## src/rtl/maze_pkg.sv

```systemverilog
// Shared types and constants for the maze player controller.
package maze_pkg;

  // Wall bit positions within the {T,B,L,R} wall nibble
  localparam int unsigned WALL_T = 3;
  localparam int unsigned WALL_B = 2;
  localparam int unsigned WALL_L = 1;
  localparam int unsigned WALL_R = 0;

  // Datapath widths
  localparam int unsigned ROW_W  = 3;
  localparam int unsigned COL_W  = 4;
  localparam int unsigned DIM_W  = 5;
  localparam int unsigned CNT_W  = 16;
  localparam int unsigned LAT_W  = 2;

  typedef enum logic [1:0] {
    DIR_UP,
    DIR_DOWN,
    DIR_LEFT,
    DIR_RIGHT
  } dir_e;

  typedef enum logic [1:0] {
    S_IDLE,
    S_LOOKUP,
    S_DECIDE,
    S_WON
  } state_e;

  // Player grid position
  typedef struct packed {
    logic [ROW_W-1:0] row;
    logic [COL_W-1:0] col;
  } pos_t;

endpackage

```

## src/rtl/btn_edge_sync.sv

```systemverilog
// Two-flop synchroniser plus rising-edge detector for one push-button.
module btn_edge_sync (
  input  logic clk,
  input  logic rst_n,
  input  logic btn_i,
  input  logic clear_i,
  output logic rise_c
);

  logic ff1_q, ff2_q, ff3_q;

  // Synchroniser chain; clear marks the current level as already seen so a
  // button held across a restart cannot produce an edge afterwards.
  always_ff @(posedge clk or negedge rst_n) begin
    if (!rst_n) begin
      ff1_q <= 1'b0;
      ff2_q <= 1'b0;
      ff3_q <= 1'b0;
    end else begin
      ff1_q <= btn_i;
      ff2_q <= ff1_q;
      ff3_q <= clear_i ? 1'b1 : ff2_q;
    end
  end

  assign rise_c = ff2_q & ~ff3_q;

endmodule

```

## src/rtl/maze_player_ctrl.sv

```systemverilog
// Maze player movement controller: button edges -> wall-checked cell moves.
module maze_player_ctrl
  import maze_pkg::*;
#(
  parameter int unsigned START_ROW  = 0,
  parameter int unsigned START_COL  = 0,
  parameter int unsigned GOAL_ROW   = 4,
  parameter int unsigned GOAL_COL   = 9,
  parameter int unsigned LOOKUP_LAT = 1
) (
  input  logic             clk,
  input  logic             rst_n,
  input  logic             btn_up,
  input  logic             btn_down,
  input  logic             btn_left,
  input  logic             btn_right,
  input  logic             restart,
  input  logic [3:0]       walls,
  input  logic [DIM_W-1:0] num_rows,
  input  logic [DIM_W-1:0] num_cols,
  output logic [ROW_W-1:0] row,
  output logic [COL_W-1:0] col,
  output logic [ROW_W-1:0] player_row,
  output logic [COL_W-1:0] player_col,
  output logic [CNT_W-1:0] move_count,
  output logic             bump,
  output logic             at_goal
);

  localparam logic [ROW_W-1:0] START_R = ROW_W'(START_ROW);
  localparam logic [COL_W-1:0] START_C = COL_W'(START_COL);
  localparam logic [ROW_W-1:0] GOAL_R  = ROW_W'(GOAL_ROW);
  localparam logic [COL_W-1:0] GOAL_C  = COL_W'(GOAL_COL);
  localparam logic [LAT_W-1:0] LAT_INIT = LAT_W'(LOOKUP_LAT - 1);

  logic up_rise_c, down_rise_c, left_rise_c, right_rise_c;

  state_e           state_q, state_d;
  dir_e             dir_q, dir_d;
  logic [LAT_W-1:0] cnt_q, cnt_d;
  pos_t             pos_q, pos_d;
  logic [CNT_W-1:0] count_q, count_d;
  logic             bump_q, bump_d;
  logic             at_goal_q, at_goal_d;

  logic             blocked_c;
  pos_t             next_pos_c;

  btn_edge_sync u_sync_up (
    .clk(clk), .rst_n(rst_n), .btn_i(btn_up), .clear_i(restart), .rise_c(up_rise_c)
  );
  btn_edge_sync u_sync_down (
    .clk(clk), .rst_n(rst_n), .btn_i(btn_down), .clear_i(restart), .rise_c(down_rise_c)
  );
  btn_edge_sync u_sync_left (
    .clk(clk), .rst_n(rst_n), .btn_i(btn_left), .clear_i(restart), .rise_c(left_rise_c)
  );
  btn_edge_sync u_sync_right (
    .clk(clk), .rst_n(rst_n), .btn_i(btn_right), .clear_i(restart), .rise_c(right_rise_c)
  );

  // State and datapath registers
  always_ff @(posedge clk or negedge rst_n) begin
    if (!rst_n) begin
      state_q   <= S_IDLE;
      dir_q     <= DIR_UP;
      cnt_q     <= '0;
      pos_q     <= '{row: START_R, col: START_C};
      count_q   <= '0;
      bump_q    <= 1'b0;
      at_goal_q <= 1'b0;
    end else begin
      state_q   <= state_d;
      dir_q     <= dir_d;
      cnt_q     <= cnt_d;
      pos_q     <= pos_d;
      count_q   <= count_d;
      bump_q    <= bump_d;
      at_goal_q <= at_goal_d;
    end
  end

  // Wall / grid-edge check for the latched direction at the current cell
  always_comb begin
    blocked_c  = 1'b0;
    next_pos_c = pos_q;
    unique case (dir_q)
      DIR_UP: begin
        blocked_c      = walls[WALL_T] || (pos_q.row == '0);
        next_pos_c.row = pos_q.row - ROW_W'(1);
      end
      DIR_DOWN: begin
        blocked_c      = walls[WALL_B] ||
                         ((DIM_W'(pos_q.row) + DIM_W'(1)) >= num_rows);
        next_pos_c.row = pos_q.row + ROW_W'(1);
      end
      DIR_LEFT: begin
        blocked_c      = walls[WALL_L] || (pos_q.col == '0);
        next_pos_c.col = pos_q.col - COL_W'(1);
      end
      DIR_RIGHT: begin
        blocked_c      = walls[WALL_R] ||
                         ((DIM_W'(pos_q.col) + DIM_W'(1)) >= num_cols);
        next_pos_c.col = pos_q.col + COL_W'(1);
      end
      default: begin
        blocked_c = 1'b1;
      end
    endcase
  end

  // Next-state and register updates
  always_comb begin
    state_d   = state_q;
    dir_d     = dir_q;
    cnt_d     = cnt_q;
    pos_d     = pos_q;
    count_d   = count_q;
    bump_d    = 1'b0;

    if (restart) begin
      state_d = S_IDLE;
      cnt_d   = '0;
      pos_d   = '{row: START_R, col: START_C};
      count_d = '0;
    end else begin
      unique case (state_q)
        S_IDLE: begin
          if (up_rise_c || down_rise_c || left_rise_c || right_rise_c) begin
            if (up_rise_c)        dir_d = DIR_UP;
            else if (down_rise_c) dir_d = DIR_DOWN;
            else if (left_rise_c) dir_d = DIR_LEFT;
            else                  dir_d = DIR_RIGHT;
            cnt_d   = LAT_INIT;
            state_d = S_LOOKUP;
          end
        end
        S_LOOKUP: begin
          if (cnt_q == '0) state_d = S_DECIDE;
          else             cnt_d   = cnt_q - LAT_W'(1);
        end
        S_DECIDE: begin
          if (blocked_c) begin
            bump_d  = 1'b1;
            state_d = S_IDLE;
          end else begin
            pos_d   = next_pos_c;
            count_d = (count_q == '1) ? count_q : count_q + CNT_W'(1);
            state_d = (next_pos_c.row == GOAL_R && next_pos_c.col == GOAL_C)
                      ? S_WON : S_IDLE;
          end
        end
        S_WON: begin
          state_d = S_WON;
        end
        default: begin
          state_d = S_IDLE;
        end
      endcase
    end

    at_goal_d = (state_d == S_WON);
  end

  assign row        = pos_q.row;
  assign col        = pos_q.col;
  assign player_row = pos_q.row;
  assign player_col = pos_q.col;
  assign move_count = count_q;
  assign bump       = bump_q;
  assign at_goal    = at_goal_q;

endmodule

```

## config.mk

```make
export PLATFORM = sky130hd
export DESIGN_NAME = maze_player_ctrl
export DESIGN_NICKNAME = d
export VERILOG_FILES = /design/src/rtl/maze_pkg.sv /design/src/rtl/btn_edge_sync.sv /design/src/rtl/maze_player_ctrl.sv
export SDC_FILE = /design/constraint.sdc
export NUM_CORES = 1
export LEC_CHECK = 0
export BUFFER_PORTS_ARGS = -buffer_cell sky130_fd_sc_hd__buf_2
export CAP_MARGIN = 20
export CORE_MARGIN = 2
export CORE_UTILIZATION = 30
export DETAILED_ROUTE_END_ITERATION = 16
export GPL_TIMING_DRIVEN = 0
export SLEW_MARGIN = 20
export SYNTH_ARGS = -nofsm -noshare
export SYNTH_HDL_FRONTEND = slang
export SYNTH_SLANG_ARGS = --single-unit
export TNS_END_PERCENT = 20
```

## constraint.sdc

```tcl
create_clock -name clk -period 4.55 [get_ports clk]
set_clock_uncertainty 0.2 [all_clocks]
set_input_delay 0.455 -clock clk [delete_from_list [all_inputs] [get_ports clk]]
set_output_delay 0.455 -clock clk [all_outputs]
set_load 0.02 [all_outputs]
```

==> key figures <==
Placed design
  – I/O Buffers: 52
  – Placed cell areas: 3120 um^2
  – DP HPWL: 4630 um
  – Routability cong.: 0.842

Cells and area
  – Fraction of layout cells with a size suffix above 1: 25.9%
  – N_diodes: 0
  – Final Cell Area: 3220 um^2
  – Final nets: 383
  – Area Overhead vs Synth: 18.2%
  – Util after Layout: a little under two fifths

Die
  – IO Count: 53
  – Die H: ~99 um
  – Initial core utilization: 31.1%
  – Row cnt: 34
  – Die ar.: 9850 um^2
  – Width of the die: 99.2 um
  – Area of the core: 8760 um^2

Detailed routing
  – Via count: 2,296
  – Via density: 5.08
  – Drc violations: 0
  – Drt initial violations: 105
  – ANT nets after route: 0
  – WL final: 6220 um
  – Routed WL per cell: 13.8 um
  – Drt pass-1 iters: 5

Yosys
  – Synthesis warning total: 0
  – Cell variety after synth: 59
  – Register bit total from synthesis: 43
  – Synth area leaders: dfrtp_1, ha_1, a21oi_1, nor2_1, inv_1
  – Post-Syn Instances: about 280
  – Mapped Area: around 2700 um^2
  – Sequential fraction of the synthesis area: between 30% and 40%
  – Post-synth EDFFs: 0
  – Predominant post-synthesis flop cell: dfrtp_1
  – Largest area contributor in the netlist: dfrtp_1
  – FFs w/ async S/R, synth: 100%
  – Top-area cell type share of the netlist area: 39.5%
  – Syn nets: 324
  – Post-Syn Area per Cell: 9.58 um^2

CTS
  – Max clock buf depth: 2
  – CTS root buf: clkbuf_8
  – TritonCTS Buffers: 5
  – CTS Sinks: 43
  – Worst-path clk slew: 90 ps
  – Clock latency at the later pin of the worst-skew pair: approximately 300 ps
  – Cts hold-fix bufs: 0
  – H-Tree Depth: 2
  – CTS resizes: 0
  – TritonCTS clock tree: built
  – Setup bufs post-CTS: 0

GRT
  – Vias in the first global route: 2,153
  – First-pass GRT wire length: roughly 11,000 um
  – GRT overflow: 0
  – Gr usage total: between 10% and 20%
  – Largest net degree at the start of global routing: 44
  – Initial antenna violation count: 0

Critical path
  – Max FO, Critical Path: 10
  – CP startpoint kind: flip-flop
  – WS Path Type: flip-flop to flip-flop
  – Worst EP arrival: 3420 ps
  – Critical path capture point type: flip-flop
  – Crit path from: col[0]$_DFFE_PN0P_
  – Worst R2R Start: col[0]$_DFFE_PN0P_
  – WP data required: 4530 ps

Timing
  – RSZ-0062 raised after global routing: false
  – Slew at the pin with the worst max-slew slack: 1120 ps
  – Relative slew margins: 24.0%
  – Hold_ws: 57.2 ps
  – Peak Freq: 291 MHz
  – Final-report setup violation count: 0
  – Part of the cycle the worst path needs: about 76%
  – Final Hold Fails: 0
  – Fin. max-slew vios: 0
  – Final Critical Period: between 3000 and 4000 ps
  – Post-route setup TNS: 0 ps

Power and ir drop
  – Worst vdd ir: approximately 0.00017 V
  – Leak pwr: 1.52 nW
  – Total Power: between 0.9 and 1 mW
  – PD cells: 299 nW/um^2

Hold path
  – Worst Hold Class: primary input to flip-flop
  – Min-delay src: btn_left

Run status
  – Status: completed

Flow run
  – Maxcap violations: 0
[logic make-up (layout without fill, tap and decap cells)]
kind of cell / Yosys count / after routing / synth area share, %
simple gates: 108 / 108 / 22.5
compound gates: 58 / 58 / 15.6
flops: 43 / 43 / 39.5
buf+inv: 40 / 100 / 7.40
fa+ha+maj: 19 / 19 / 9.29
xor+xnor: 9 / 9 / 2.90
mux: 7 / 7 / 2.80
[cell usage after synthesis (5+ instances only)]
| library cell | n |
|---|---|
| xnor2_1 | 5 |
| nand2b_1 | 8 |
| clkbuf_1 | 7 |
| nor2b_1 | 9 |
| inv_1 | 20 |
| a211oi_1 | 5 |
| nand3_1 | 9 |
| nor4_1 | 7 |
| ha_1 | 17 |
| nor2_1 | 22 |
| buf_4 | 7 |
| o31ai_1 | 6 |
| or4_1 | 7 |
| dfrtp_1 | 43 |
| nand2_1 | 15 |
| o21ai_0 | 5 |
| a21oi_1 | 19 |
[cells in the final DEF, fill, tap and decap left out, drive strengths merged, types with 2 or more instances in the layout]
cell type	n
a2111oi	2
a211oi	5
a21oi	19
and3	4
and4	2
buf	65
clkbuf	13
dfrtp	43
fa	2
ha	17
inv	20
mux2	5
mux2i	2
nand2	18
nand2b	8
nand3	9
nand4	3
nor2	23
nor2b	9
nor3	3
nor3b	3
nor4	7
nor4b	2
o21a	3
o21ai	8
o31ai	6
o41ai	3
or2	4
or4	7
xnor2	5
xor2	4
[per-stage QoR]
stage,instances,worst slack [ps]
4_1_cts,452,1080
5_1_grt,452,859
3_3_place_gp,444,1110
6_report,452,1110
2_1_floorplan,284,1390
3_5_place_dp,444,1100
[cell type report]
class                   count  area [um^2]
clock inverters             2         16.3
flip-flops and latches     43         1080
repair buffers             52          260
clock buffers               6         82.6
multi-input cells         201         1440
fillers                   913         5550
inverters                  20         75.1
well taps                 108          135
plain buffers              20          126
[sequential cells by signal, summed over array words and instances, names as in the netlist, 2 cells and up]
name and flops:
player_row 3, state_q 2, dir_q 2, col 4
move_count 16, cnt_q 2
[worst max-delay path, stage by stage, from the launching register on]
cell	delay, ps
dfrtp_1	410
clkbuf_1	300
inv_1	140
ha_1	320
ha_1	180
a21oi_1	130
o21ai_1	140
a2111oi_4	450
nand2_2	180
buf_6	180
nor4_1	330
mux2_2	370
[path summary, 6_finish.rpt]
check | end | slack, ps | cells after the start
min in group asynchronous | move_count[14]$_DFFE_PN0P_ | 100 | 1
worst min register to register | u_sync_up.ff2_q$_DFF_PN0_ | 150 | 0
worst max register to register | move_count[6]$_DFFE_PN0P_ | 1110 | 11
worst max-delay path | move_count[6]$_DFFE_PN0P_ | 1110 | 11
worst min-delay path | u_sync_left.ff1_q$_DFF_PN0_ | 60 | 1
max in group asynchronous | move_count[4]$_DFFE_PN0P_ | 3470 | 1
[per-layer routing]
metal  track usage (%)  wire length [um]  vias up
li1                  -                 -     1142
met5                 0                 0        -
met2              20.6              2840       62
met4              3.69                77        0
met3              3.02               346        7
met1              18.9              2960     1085
[report_power, final]
group	internal (mW)	total [mW]	switching [mW]	leakage [nW]
Combinational	0.115	0.282	0.167	0.907
Clock	0.124	0.259	0.135	0.0474
Sequential	0.401	0.421	0.0207	0.561
Total	0.639	0.963	0.323	1.52
Power figures use the tool's default switching activity.
